$ cat config.mk
export PLATFORM = sky130hd
export DESIGN_NAME = mac_tx_arbiter
export DESIGN_NICKNAME = d
export VERILOG_FILES = /design/src/rtl/mac_tx_arbiter.sv
export SDC_FILE = /design/constraint.sdc
export NUM_CORES = 1
export LEC_CHECK = 0
export CORE_MARGIN = 5
export CORE_UTILIZATION = 40
export CTS_BUF_LIST = sky130_fd_sc_hd__clkbuf_16
export CTS_CLUSTER_SIZE = 28
export DETAILED_ROUTE_END_ITERATION = 8
export PLACE_DENSITY_LB_ADDON = 0.15
export SYNTH_ARGS = -nofsm -noshare
export SYNTH_HDL_FRONTEND = slang
export SYNTH_SLANG_ARGS = --single-unit
export TNS_END_PERCENT = 50
$ cat constraint.sdc
create_clock -name clk -period 2 [get_ports clk]
set_clock_uncertainty 0.1 [all_clocks]
set_input_delay 0.5 -clock clk [delete_from_list [all_inputs] [get_ports clk]]
set_output_delay 0.5 -clock clk [all_outputs]
set_load 0.02 [all_outputs]
$ cat src/rtl/mac_tx_arbiter.sv
// mac_tx_arbiter
//   Frame-level arbiter that shares one MAC TX byte interface between two
//   frame sources. Port 0 is the IQ stream packetizer and port 1 is the
//   control/ARP reply source. A grant covers a whole frame (sop..eop), and
//   an idle gap of IFG_CYCLES follows every frame. MAC backpressure reaches
//   only the granted source.
//
//   Parameters
//     PRIORITY     0 = round-robin, 1 = port 0 strict priority
//     IFG_CYCLES   idle cycles after each eop before the next grant (0..255)
//     WDOG_CYCLES  stall limit for the watchdog (1..65535)
//
//   Build option
//     MAC_TX_WATCHDOG_EN  when defined, a granted port that stalls for
//                         WDOG_CYCLES cycles has its frame closed with an
//                         errored eop. Without it, wdog_abort is tied 0.
//
//   Ports
//     clk, rst                 clock; asynchronous active-high reset
//     reqN/gntN/rdyN           per-port request, grant, write-ready
//     dataN/sopN/eopN/errN/wrenN  per-port byte stream
//     tx_data/sop/eop/err/wren byte stream to the MAC (1-cycle latency)
//     tx_rdy, tx_a_full        MAC ready / FIFO almost full
//     drop_err                 pulse: a non-granted port wrote a byte
//     wdog_abort               pulse: the watchdog closed a frame
module mac_tx_arbiter #(
    parameter int PRIORITY    = 0,
    parameter int IFG_CYCLES  = 16,
    parameter int WDOG_CYCLES = 1024
) (
    input  logic       clk,
    input  logic       rst,
    input  logic       req0,
    output logic       gnt0,
    output logic       rdy0,
    input  logic [7:0] data0,
    input  logic       sop0,
    input  logic       eop0,
    input  logic       err0,
    input  logic       wren0,
    input  logic       req1,
    output logic       gnt1,
    output logic       rdy1,
    input  logic [7:0] data1,
    input  logic       sop1,
    input  logic       eop1,
    input  logic       err1,
    input  logic       wren1,
    output logic [7:0] tx_data,
    output logic       tx_sop,
    output logic       tx_eop,
    output logic       tx_err,
    output logic       tx_wren,
    input  logic       tx_rdy,
    input  logic       tx_a_full,
    output logic       drop_err,
    output logic       wdog_abort
);

    typedef enum logic [1:0] {IDLE, GRANT0, GRANT1, GAP} state_t;

    state_t     state, state_nxt;
    logic       last1, last1_nxt;     // 1 = port 1 was served last
    logic [7:0] gap_cnt, gap_cnt_nxt;

    logic       g0, g1;
    logic       sel_wren, sel_sop, sel_eop, sel_err;
    logic [7:0] sel_data;
    logic       frame_end;
    logic       wd_hit;

    // Grants are a decode of the state register, so they rise the cycle
    // after the IDLE decision and fall the cycle after the closing eop.
    assign g0   = (state == GRANT0);
    assign g1   = (state == GRANT1);
    assign gnt0 = g0;
    assign gnt1 = g1;
    assign rdy0 = g0 & tx_rdy & ~tx_a_full;
    assign rdy1 = g1 & tx_rdy & ~tx_a_full;

    // Only the granted port's stream is considered; the other port's
    // wren never reaches the MAC.
    assign sel_wren  = (g0 & wren0) | (g1 & wren1);
    assign sel_data  = g1 ? data1 : data0;
    assign sel_sop   = g1 ? sop1  : sop0;
    assign sel_eop   = g1 ? eop1  : eop0;
    assign sel_err   = g1 ? err1  : err0;
    assign frame_end = sel_wren & sel_eop;

`ifdef MAC_TX_WATCHDOG_EN
    logic [15:0] wd_cnt;

    // Fires on the cycle the stall count reaches WDOG_CYCLES; the forced
    // eop is registered onto tx_* at the same edge.
    assign wd_hit = (g0 | g1) & ~sel_wren & (wd_cnt == 16'(WDOG_CYCLES - 1));

    always_ff @(posedge clk or posedge rst) begin
        if (rst)
            wd_cnt <= '0;
        else if (!(g0 | g1) || sel_wren || wd_hit)
            wd_cnt <= '0;
        else
            wd_cnt <= wd_cnt + 16'd1;
    end
`else
    // Watchdog compiled out; WDOG_CYCLES is never negative, so this is 0.
    assign wd_hit = (WDOG_CYCLES < 0);
`endif

    always_ff @(posedge clk or posedge rst) begin
        if (rst) begin
            state   <= IDLE;
            last1   <= 1'b1;   // port 0 wins the first tie
            gap_cnt <= '0;
        end else begin
            state   <= state_nxt;
            last1   <= last1_nxt;
            gap_cnt <= gap_cnt_nxt;
        end
    end

    always_comb begin
        state_nxt   = state;
        last1_nxt   = last1;
        gap_cnt_nxt = gap_cnt;
        case (state)
            IDLE: begin
                if (req0 && (!req1 || (PRIORITY != 0) || last1))
                    state_nxt = GRANT0;
                else if (req1)
                    state_nxt = GRANT1;
            end
            GRANT0, GRANT1: begin
                // Request deassertion is ignored here: the grant holds
                // until eop (or a watchdog close).
                if (frame_end || wd_hit) begin
                    last1_nxt = (state == GRANT1);
                    if (IFG_CYCLES == 0) begin
                        state_nxt = IDLE;
                    end else begin
                        state_nxt   = GAP;
                        gap_cnt_nxt = 8'(IFG_CYCLES);
                    end
                end
            end
            GAP: begin
                gap_cnt_nxt = gap_cnt - 8'd1;
                if (gap_cnt <= 8'd1)
                    state_nxt = IDLE;
            end
            default: state_nxt = IDLE;
        endcase
    end

    always_ff @(posedge clk or posedge rst) begin
        if (rst) begin
            tx_data    <= '0;
            tx_sop     <= 1'b0;
            tx_eop     <= 1'b0;
            tx_err     <= 1'b0;
            tx_wren    <= 1'b0;
            drop_err   <= 1'b0;
            wdog_abort <= 1'b0;
        end else begin
            tx_wren    <= sel_wren | wd_hit;
            tx_sop     <= sel_wren & sel_sop;
            tx_eop     <= frame_end | wd_hit;
            tx_err     <= (sel_wren & sel_err) | wd_hit;
            drop_err   <= (wren0 & ~g0) | (wren1 & ~g1);
            wdog_abort <= wd_hit;
            // tx_data holds its last value while nothing is written.
            if (wd_hit)
                tx_data <= '0;
            else if (sel_wren)
                tx_data <= sel_data;
        end
    end

endmodule

[Word-level counts from Yosys, hierarchy flattened]
Cells that the tools add are included.
Word-level totals
  flip-flop bits (word level): 24
  input port bits: 30
  word-level logic and storage cells: 53
Operators by class
  add/subtract/negate cells: 1
  order comparisons: 1
  eq/ne operators: 6
  muxes and demuxes: 11
  bitwise logic cells: 16
  reduce and logical (&&, ||, !) cells: 9
Operators with widths (number)
  8-bit 2-to-1 mux: 2
  8-bit one-hot mux with 2 select lines: 1
  1-bit bitwise AND: 11
  8-bit by 1-bit <= comparator with 1-bit output (second input constant): 1
  2-bit 2-to-1 mux: 4
  8-bit by 1-bit subtractor with 8-bit output (second input constant): 1
  2-bit one-hot mux with 3 select lines: 1
  2-bit == test (second input constant): 2
  2-bit inequality test (second input constant): 2
  2-bit AND reduction: 2
  1-bit 2-to-1 mux: 3
  3-bit inequality test (second input constant): 1
  1-bit inverter: 3
  3-bit AND reduction: 1
  2-bit by 1-bit == test with 1-bit output (second input constant): 1
  2-bit zero test: 1
  1-bit OR: 2
  2-bit nonzero test: 1
  2-bit OR reduction: 1
  1-bit logical AND: 1
  1-bit zero test: 1
  1-bit logical OR: 1

[Depth between registers and ports, before layout]
Gate-level depths: netlist (run 1).
  word-level depth: 6
  depth in mapped cells: 8
  mapped depth without buffers: 6

[Worst setup path after synthesis (run 1)]
Ideal clock, no wire load.
  path kind: reg-to-output
  start point: register state[0]
  end point: output rdy1
  data arrival time: 1714 ps
  data required time: 1400 ps
  slack: -314 ps
  cell stages (with the launch flop): 6
  path buffers: 2
  cell sequence: dfrtp_1 inv_1 ha_1 buf_2 buf_1 and3b_1
On the way
  word-level cells in the longest chain between the ends: 3
RTL lines
  from (decl): RTL line 62  | state_t state, state_nxt;
  from (signal assigned): RTL line 116  | state <= state_nxt;
  2-bit == test: RTL line 75  | assign g1 = (state == GRANT1);
  net gnt1: RTL line 42  | output logic gnt1,
  1-bit bitwise AND (2 in a row): RTL line 79  | assign rdy1 = g1 & tx_rdy & ~tx_a_full;
  to (decl): RTL line 43  | output logic rdy1,
The timed path passes the listed nets, and every way through them passes these cells.

[Final worst setup path (run 1)]
  start point: input wren1
  end point: register state[0]
On the way
  word-level cells in the longest chain between the ends: 5
RTL lines
  from (decl): RTL line 48  | input logic wren1,
  1-bit bitwise AND: RTL line 83  | assign sel_wren = (g0 & wren0) | (g1 & wren1);
  1-bit OR: RTL line 83
  1-bit bitwise AND: RTL line 88  | assign frame_end = sel_wren & sel_eop;
  2-bit inequality test (no line)
  3-bit AND reduction (no line)
Every way passes these cells.
A chain may end at the register's enable or synchronous reset.

==> impl_metrics.csv, run 1 <==
group,metric,value,unit
clock_network,clock_latency,260,ps
detailed_routing,ant_nets,0,
power,leakagePower,0.0009475,µW
synth,synth_warnings,0,
job,max-cap-violations,0,
final_layout,layout_common_cells,"clkdlybuf4s50_1 (41), dfrtp_1 (21), buf_4 (20)",
synth,ys_seq_elements,24,
setup_path,worst_ep_arrival_time,1960,ps
detailed_routing,drt_iter0_drc,67,
detailed_routing,drc,0,
hold_path,min_path_cells,2,
die,die_h,67.72,µm
final_layout,synthToLayoutAreaGrowth,58.69,%
global_routing,antenna_found_initial,0,
clock_network,cts_buffer_depth,2,
detailed_routing,wl_per_cell,13.84,µm
die,pin_count,48,
synth,ys.flop_type,"dfrtp_1",
die,initial_core_util,40.57,%
placed_design,hpwl,2.715,mm
die,die_w,67.72,µm
final_layout,drive_gt1_share,21.21,%
placed_design,post_dp_cell_area,1981,µm²
final_layout,fin_nets,236,
detailed_routing,drtPass1Iterations,4,
placed_design,dp_slack,-345.8,ps
setup_path,worstRegToRegCells,8,
detailed_routing,vias,1222,
synth,synth_edf_count,0,
synth,synth_fp_nets,171,
synth,synth-async-reset-ratio,100.0,%
synth,yosysSeqAreaShare,45.16,%
sta,timing.final.ws_setup,77.31,ps
global_routing,overflow,0,
clock_network,h-tree-depth,1,
die,core.rowCount,21,
setup_path,crit_path_start_kind,"input pin",
global_routing,grt_use_total,15.15,%
die,core,3284,µm²
power,vdd_drop_max,856.2,µV
die,dieArea,4585,µm²
clock_network,tritoncts,"built",
clock_network,path_clk_slew,60,ps
global_routing,grt_pass1_vias,1201,
sta,hold_viol,0,
sta,rsz0062_at_grt,"no",
synth,synth.distinct_cells,37,
final_layout,final_common_cell,"clkdlybuf4s50_1",
synth,syn_avg_cell_area,9.944,µm²
sta,min_period,1923,ps
global_routing,grt_max_degree,25,
setup_path,cp_max_fo,5,
clock_network,cts-root-buf,"clkbuf_16",
hold_path,min_path_type,"reg -> reg",
setup_path,worst_ep_required_time,2040,ps
final_layout,finish.utilization,64.38,%
power,power.density,1679,nW/µm²
placed_design,place.gp.congestion,0.8407,
sta,setup_violations,0,
setup_path,crit_type,"in -> reg",
sta,min_period_over_period,96.13,%
sta,max_freq,520.1,MHz
setup_path,reg2reg_setup_slack,90,ps
status,status,"finished, final reports clean",
placed_design,dp.cells,239,
clock_network,clkSinkCount,24,
synth,synth_cells,134,
synth,synth_top_area_share,43.19,%
final_layout,fillers,279,
synth,synth_area_leader_cell,"dfrtp_1",
final_layout,instances_no_fill,244,
sta,drv_slew,0,
global_routing,grt_pass1_wl,5.264,mm
detailed_routing,drt-total-wl,3.377,mm
clock_network,cts_buffers,3,
synth,synth_area_leaders,"dfrtp_1 (43%), mux2i_1 (8.3%), ha_1 (6.6%)",
final_layout,diodes,0,
detailed_routing,viasPerCell,5.008,
setup_path,endpoint_kind,"register",
placed_design,port-buffer-count,46,
synth,synth_area,1333,µm²
final_layout,stdcell_area,2115,µm²
-- Yosys cell counts (3+ instances only) --
library cell  instances
dfrtp_1              23
nand2_1              14
inv_1                13
o21ai_0              13
mux2i_1              11
ha_1                  7
nor2_1                7
nand4_1               3
nor3b_1               3
-- per-stage QoR --
stage | TNS [ps] | total power [µW] | hold WS, ps
2_1_floorplan | 0 | 2013 | 364.6
3_3_place_gp | -2555 | 2830 | 362.2
3_5_place_dp | -3219 | 2904 | 371.1
4_1_cts | -40.43 | 3475 | 385.2
5_1_grt | 0 | 3821 | 419.2
6_report | 0 | 3549 | 382.1
-- critical path, stage by stage --
cell and delay (ps):
clkdlybuf4s50_1 530, a21oi_2 60, o211ai_1 290, buf_4 210, nand3_4 70, mux2_4 300
-- final cells by class --
type                       instances  area (µm²)  area share, %
tap                               46       57.56          2.722
multi-input combinational         91       694.4          32.84
sequential                        24       604.3          28.58
inverter                          13       48.80          2.308
clock buffer                       3       75.07          3.550
clock inverter                     1       30.03          1.420
timing repair buffer              66       604.3          28.58
-- cell families (layout without fill, tap and decap cells) --
kind of cell	after synthesis	in the layout	share of synthesized area [%]
AND/OR/NAND/NOR	43	43	17.56
flip-flops	24	24	45.16
adder cells (fa/ha/maj)	7	7	6.572
AO/OA/AOI/OAI	28	28	15.21
other	1	1	0.2814
buffers and inverters	19	83	5.822
multiplexers	12	12	9.390
-- what timing repair did --
| item | in CTS | in global routing |
|---|---|---|
| resized for setup | 13 | 10 |
| buffers inserted | 0 | 2 |
| endpoints found under the hold margin | 0 | 0 |
| endpoints found under the setup margin | 9 | 13 |
| pin swaps | 1 | 2 |
| hold buffers | 0 | 0 |
-- flip-flops by register name, summed over array words and instances (netlist names) --
name / flops
last1: 1
state: 2
tx_err: 1
drop_err: 1
tx_wren: 1
tx_data: 8
tx_eop: 1
tx_sop: 1
gap_cnt: 8
-- layer usage --
| layer | up-vias | global-route usage, % | wire (µm) |
|---|---|---|---|
| met5 | - | 0 | 0 |
| met4 | 0 | 6.835 | 63 |
| li1 | 605 | - | - |
| met3 | 8 | 2.829 | 163 |
| met2 | 33 | 26.97 | 1815 |
| met1 | 576 | 17.37 | 1334 |
-- power breakdown --
part | switching [µW] | internal, µW
logic | 1060 | 1100
registers | 128 | 698
clock network | 168 | 398
total | 1360 | 2190
-- worst paths after layout --
check / startpoint / endpoint
worst min register to register: tx_data[7] / tx_data[7]
min in group asynchronous: rst / gap_cnt[5]
worst max register to register: state[1] / state[0]
worst min-delay path: tx_data[7] / tx_data[7]
max in group asynchronous: rst / last1
worst max-delay path: wren1 / state[0]
No activity file was read; power rests on OpenSTA's default activity.
==> inputs of run 2 (changes only) <==
--- a/config.mk
+++ b/config.mk
@@ -5,6 +5,8 @@
 export SDC_FILE = /design/constraint.sdc
 export NUM_CORES = 1
 export LEC_CHECK = 0
+export ABC_AREA = 1
+export CAP_MARGIN = 20
 export CORE_MARGIN = 5
 export CORE_UTILIZATION = 40
 export CTS_BUF_LIST = sky130_fd_sc_hd__clkbuf_16
==> run 2 against run 1 <==
Clock-buffer cell count did not move. Critical path type is now reg -> out. Maximum frequency increased by 0.63%. Critical path depth down 2. Via count rose by 6.7%. Global-route usage is 1.3 points higher. Sequential cell count unchanged.
==> impl_metrics.csv, run 2 <==
group,metric,value,unit
synth,synth_area_leader_cell,"dfrtp_1",
hold_path,min_path_type,"in -> async",
synth,synth_edf_count,0,
placed_design,port-buffer-count,46,
setup_path,crit_path_start_kind,"register",
clock_network,cts_buffer_depth,2,
setup_path,worst_ep_arrival_time,1310,ps
final_layout,fillers,318,
clock_network,post_cts_buffers,0,
detailed_routing,routed-wl-met3,215,µm
setup_path,crit_type,"reg -> out",
detailed_routing,vias,1304,
detailed_routing,drc,0,
sta,holdWs,400.8,ps
synth,yosysSeqAreaShare,44.29,%
final_layout,instances_no_fill,277,
power,power.density,1568,nW/µm²
detailed_routing,drt_iter0_drc,44,
setup_path,startpoint,"state[1]",
synth,synth-async-reset-ratio,100.0,%
clock_network,ctsResizeCount,9,
die,initial_core_util,41.04,%
die,die_h,68.29,µm
placed_design,place.gp.congestion,0.7801,
clock_network,cts.hold.buffers_added,0,
synth,synth.distinct_cells,29,
final_layout,stdcell_area,2008,µm²
global_routing,overflow,0,
detailed_routing,ant_nets,0,
detailed_routing,drt-total-wl,3.317,mm
setup_path,cp_max_fo,3,
final_layout,multi_input_area,645.6,µm²
synth,synth_area_leaders,"dfrtp_1 (42%), nand2_1 (17%), ha_1 (6.4%)",
sta,drv_slew,0,
setup_path,worst_ep_required_time,1400,ps
clock_network,clkSinkCount,24,
power,leakagePower,0.0009676,µW
clock_network,path_clk_slew,60,ps
detailed_routing,viasPerCell,4.708,
final_layout,final_common_cell,"nand2_1",
setup_path,regToRegEndpoint,"gap_cnt[5]",
power,vdd_drop_max,732.7,µV
setup_path,crit_end,"gnt0",
synth,synth_cells,177,
clock_network,h-tree-depth,1,
final_layout,layout_common_cells,"nand2_1 (63), clkdlybuf4s50_1 (42), dfrtp_1 (23)",
sta,hold_viol,0,
synth,synth_area,1359,µm²
clock_network,cts-root-buf,"clkbuf_16",
clock_network,clock_latency,260,ps
placed_design,dp.cells,273,
synth,synth_top_area_share,42.36,%
synth,synth_warnings,0,
final_layout,fin_nets,269,
global_routing,antenna_found_initial,0,
final_layout,top_regs,"gap_cnt (8), tx_data (8), state (2)",
detailed_routing,met2WireLength,1.697,mm
detailed_routing,met1Wirelength,1.348,mm
sta,setup_violations,0,
synth,synth_common_cells,"nand2_1 (63), dfrtp_1 (23), inv_1 (17)",
die,core.rowCount,21,
synth,yosysMostFrequentCell,"nand2_1",
placed_design,hpwl,2.629,mm
global_routing,grt_pass1_wl,5.740,mm
sta,rsz0062_at_grt,"no",
global_routing,grt_pass1_vias,1403,
final_layout,drive_gt1_share,11.69,%
synth,syn_avg_cell_area,7.677,µm²
setup_path,worstRegToRegCells,10,
final_layout,diodes,0,
setup_path,endpoint_kind,"output port",
placed_design,post_dp_cell_area,1914,µm²
global_routing,grt_use_total,16.40,%
setup_path,timing.rr.start,"state[0]",
sta,min_period_over_period,95.53,%
synth,ys.flop_type,"dfrtp_1",
global_routing,grt_max_degree,20,
die,die_w,68.29,µm
detailed_routing,wl_per_cell,11.97,µm
job,max-cap-violations,0,
detailed_routing,drtPass1Iterations,4,
setup_path,reg2reg_setup_slack,270,ps
synth,ys_seq_elements,24,
final_layout,synthToLayoutAreaGrowth,47.79,%
final_layout,finish.utilization,60.66,%
status,status,"finished, final reports clean",
detailed_routing,highest_layer,"met4",
sta,max_freq,523.4,MHz
final_layout,ff_latch_area,601.8,µm²
clock_network,tritoncts,"built",
synth,synth_fp_nets,214,
sta,min_period,1911,ps
clock_network,cts_buffers,3,
die,dieArea,4663,µm²
die,core,3311,µm²
die,pin_count,48,
[run 2: cell count changes in the layout (fill, tap and decap cells not counted), moves of 3 or more]
| cell | before | now |
|---|---|---|
| a31oi_1 | 0 | 8 |
| buf_4 | 20 | 10 |
| inv_1 | 11 | 17 |
| mux2i_1 | 11 | 0 |
| nand2_1 | 14 | 63 |
| nand3_1 | 2 | 9 |
| nor2_1 | 7 | 16 |
| nor3b_1 | 3 | 0 |
| o21ai_0 | 12 | 6 |
[run 2: how the worst min path moves through the flow]
stage          start         end  slack (ps)
6_report         rst    drop_err         400
5_1_grt          rst  tx_data[1]         440
4_1_cts          rst  tx_data[1]         410
3_5_place_dp   last1       last1         400
3_3_place_gp   last1       last1         380
2_1_floorplan  last1       last1         370
[run 2: critical path, stage by stage (launching register included)]
cell and delay [ps]:
dfrtp_1 400, inv_1 80, ha_1 170, buf_4 120
clkdlybuf4s15_1 290
[run 2: final cells by class]
cell class / instances / area share, %
timing repair buffer: 56 / 26.11
tap: 46 / 2.866
multi-input combinational: 128 / 32.15
clock buffer: 3 / 3.738
clock inverter: 1 / 1.495
inverter: 19 / 3.676
sequential: 24 / 29.97
[run 2: logic make-up (layout without fill, tap and decap cells)]
group / count (synthesis) / after routing / share of synthesized area (%)
AOI/OAI and AO/OA: 20 / 20 / 8.840
and+or+nand+nor: 98 / 98 / 30.48
adders and majority gates: 7 / 7 / 6.445
xor gates and xnor gates: 2 / 2 / 1.289
other: 1 / 1 / 0.2760
buffers and inverters: 25 / 79 / 8.379
DFF: 24 / 24 / 44.29
[run 2: per-layer routing]
metal | vias to the layer above | GRT usage (%)
li1 | 669 | -
met1 | 591 | 17.45
met2 | 38 | 29.72
met3 | 6 | 4.269
met4 | 0 | 7.940
met5 | - | 0
[run 2: power breakdown]
part	switching [µW]	leakage, µW	internal (µW)
combinational	983	0.000621	749
sequential	139	0.000295	705
clock	175	0.0000511	398
[run 2: metrics by stage]
stage	total power (µW)	TNS, ps	worst slack [ps]
2_1_floorplan	1981	0	71.14
3_3_place_gp	2550	-620.5	-311.7
3_5_place_dp	2616	-697.8	-376.8
4_1_cts	3184	0	8.981
5_1_grt	3421	0	15.96
6_report	3150	0	89.34
==> inputs of run 3 (changes only) <==
--- a/config.mk
+++ b/config.mk
@@ -10,7 +10,7 @@
 export CORE_MARGIN = 5
 export CORE_UTILIZATION = 40
 export CTS_BUF_LIST = sky130_fd_sc_hd__clkbuf_16
-export CTS_CLUSTER_SIZE = 28
+export CTS_CLUSTER_SIZE = 30
 export DETAILED_ROUTE_END_ITERATION = 8
 export PLACE_DENSITY_LB_ADDON = 0.15
 export SYNTH_ARGS = -nofsm -noshare
==> results of run 3 <==
Final layout, timing and power as in run 2 (identical DEF).
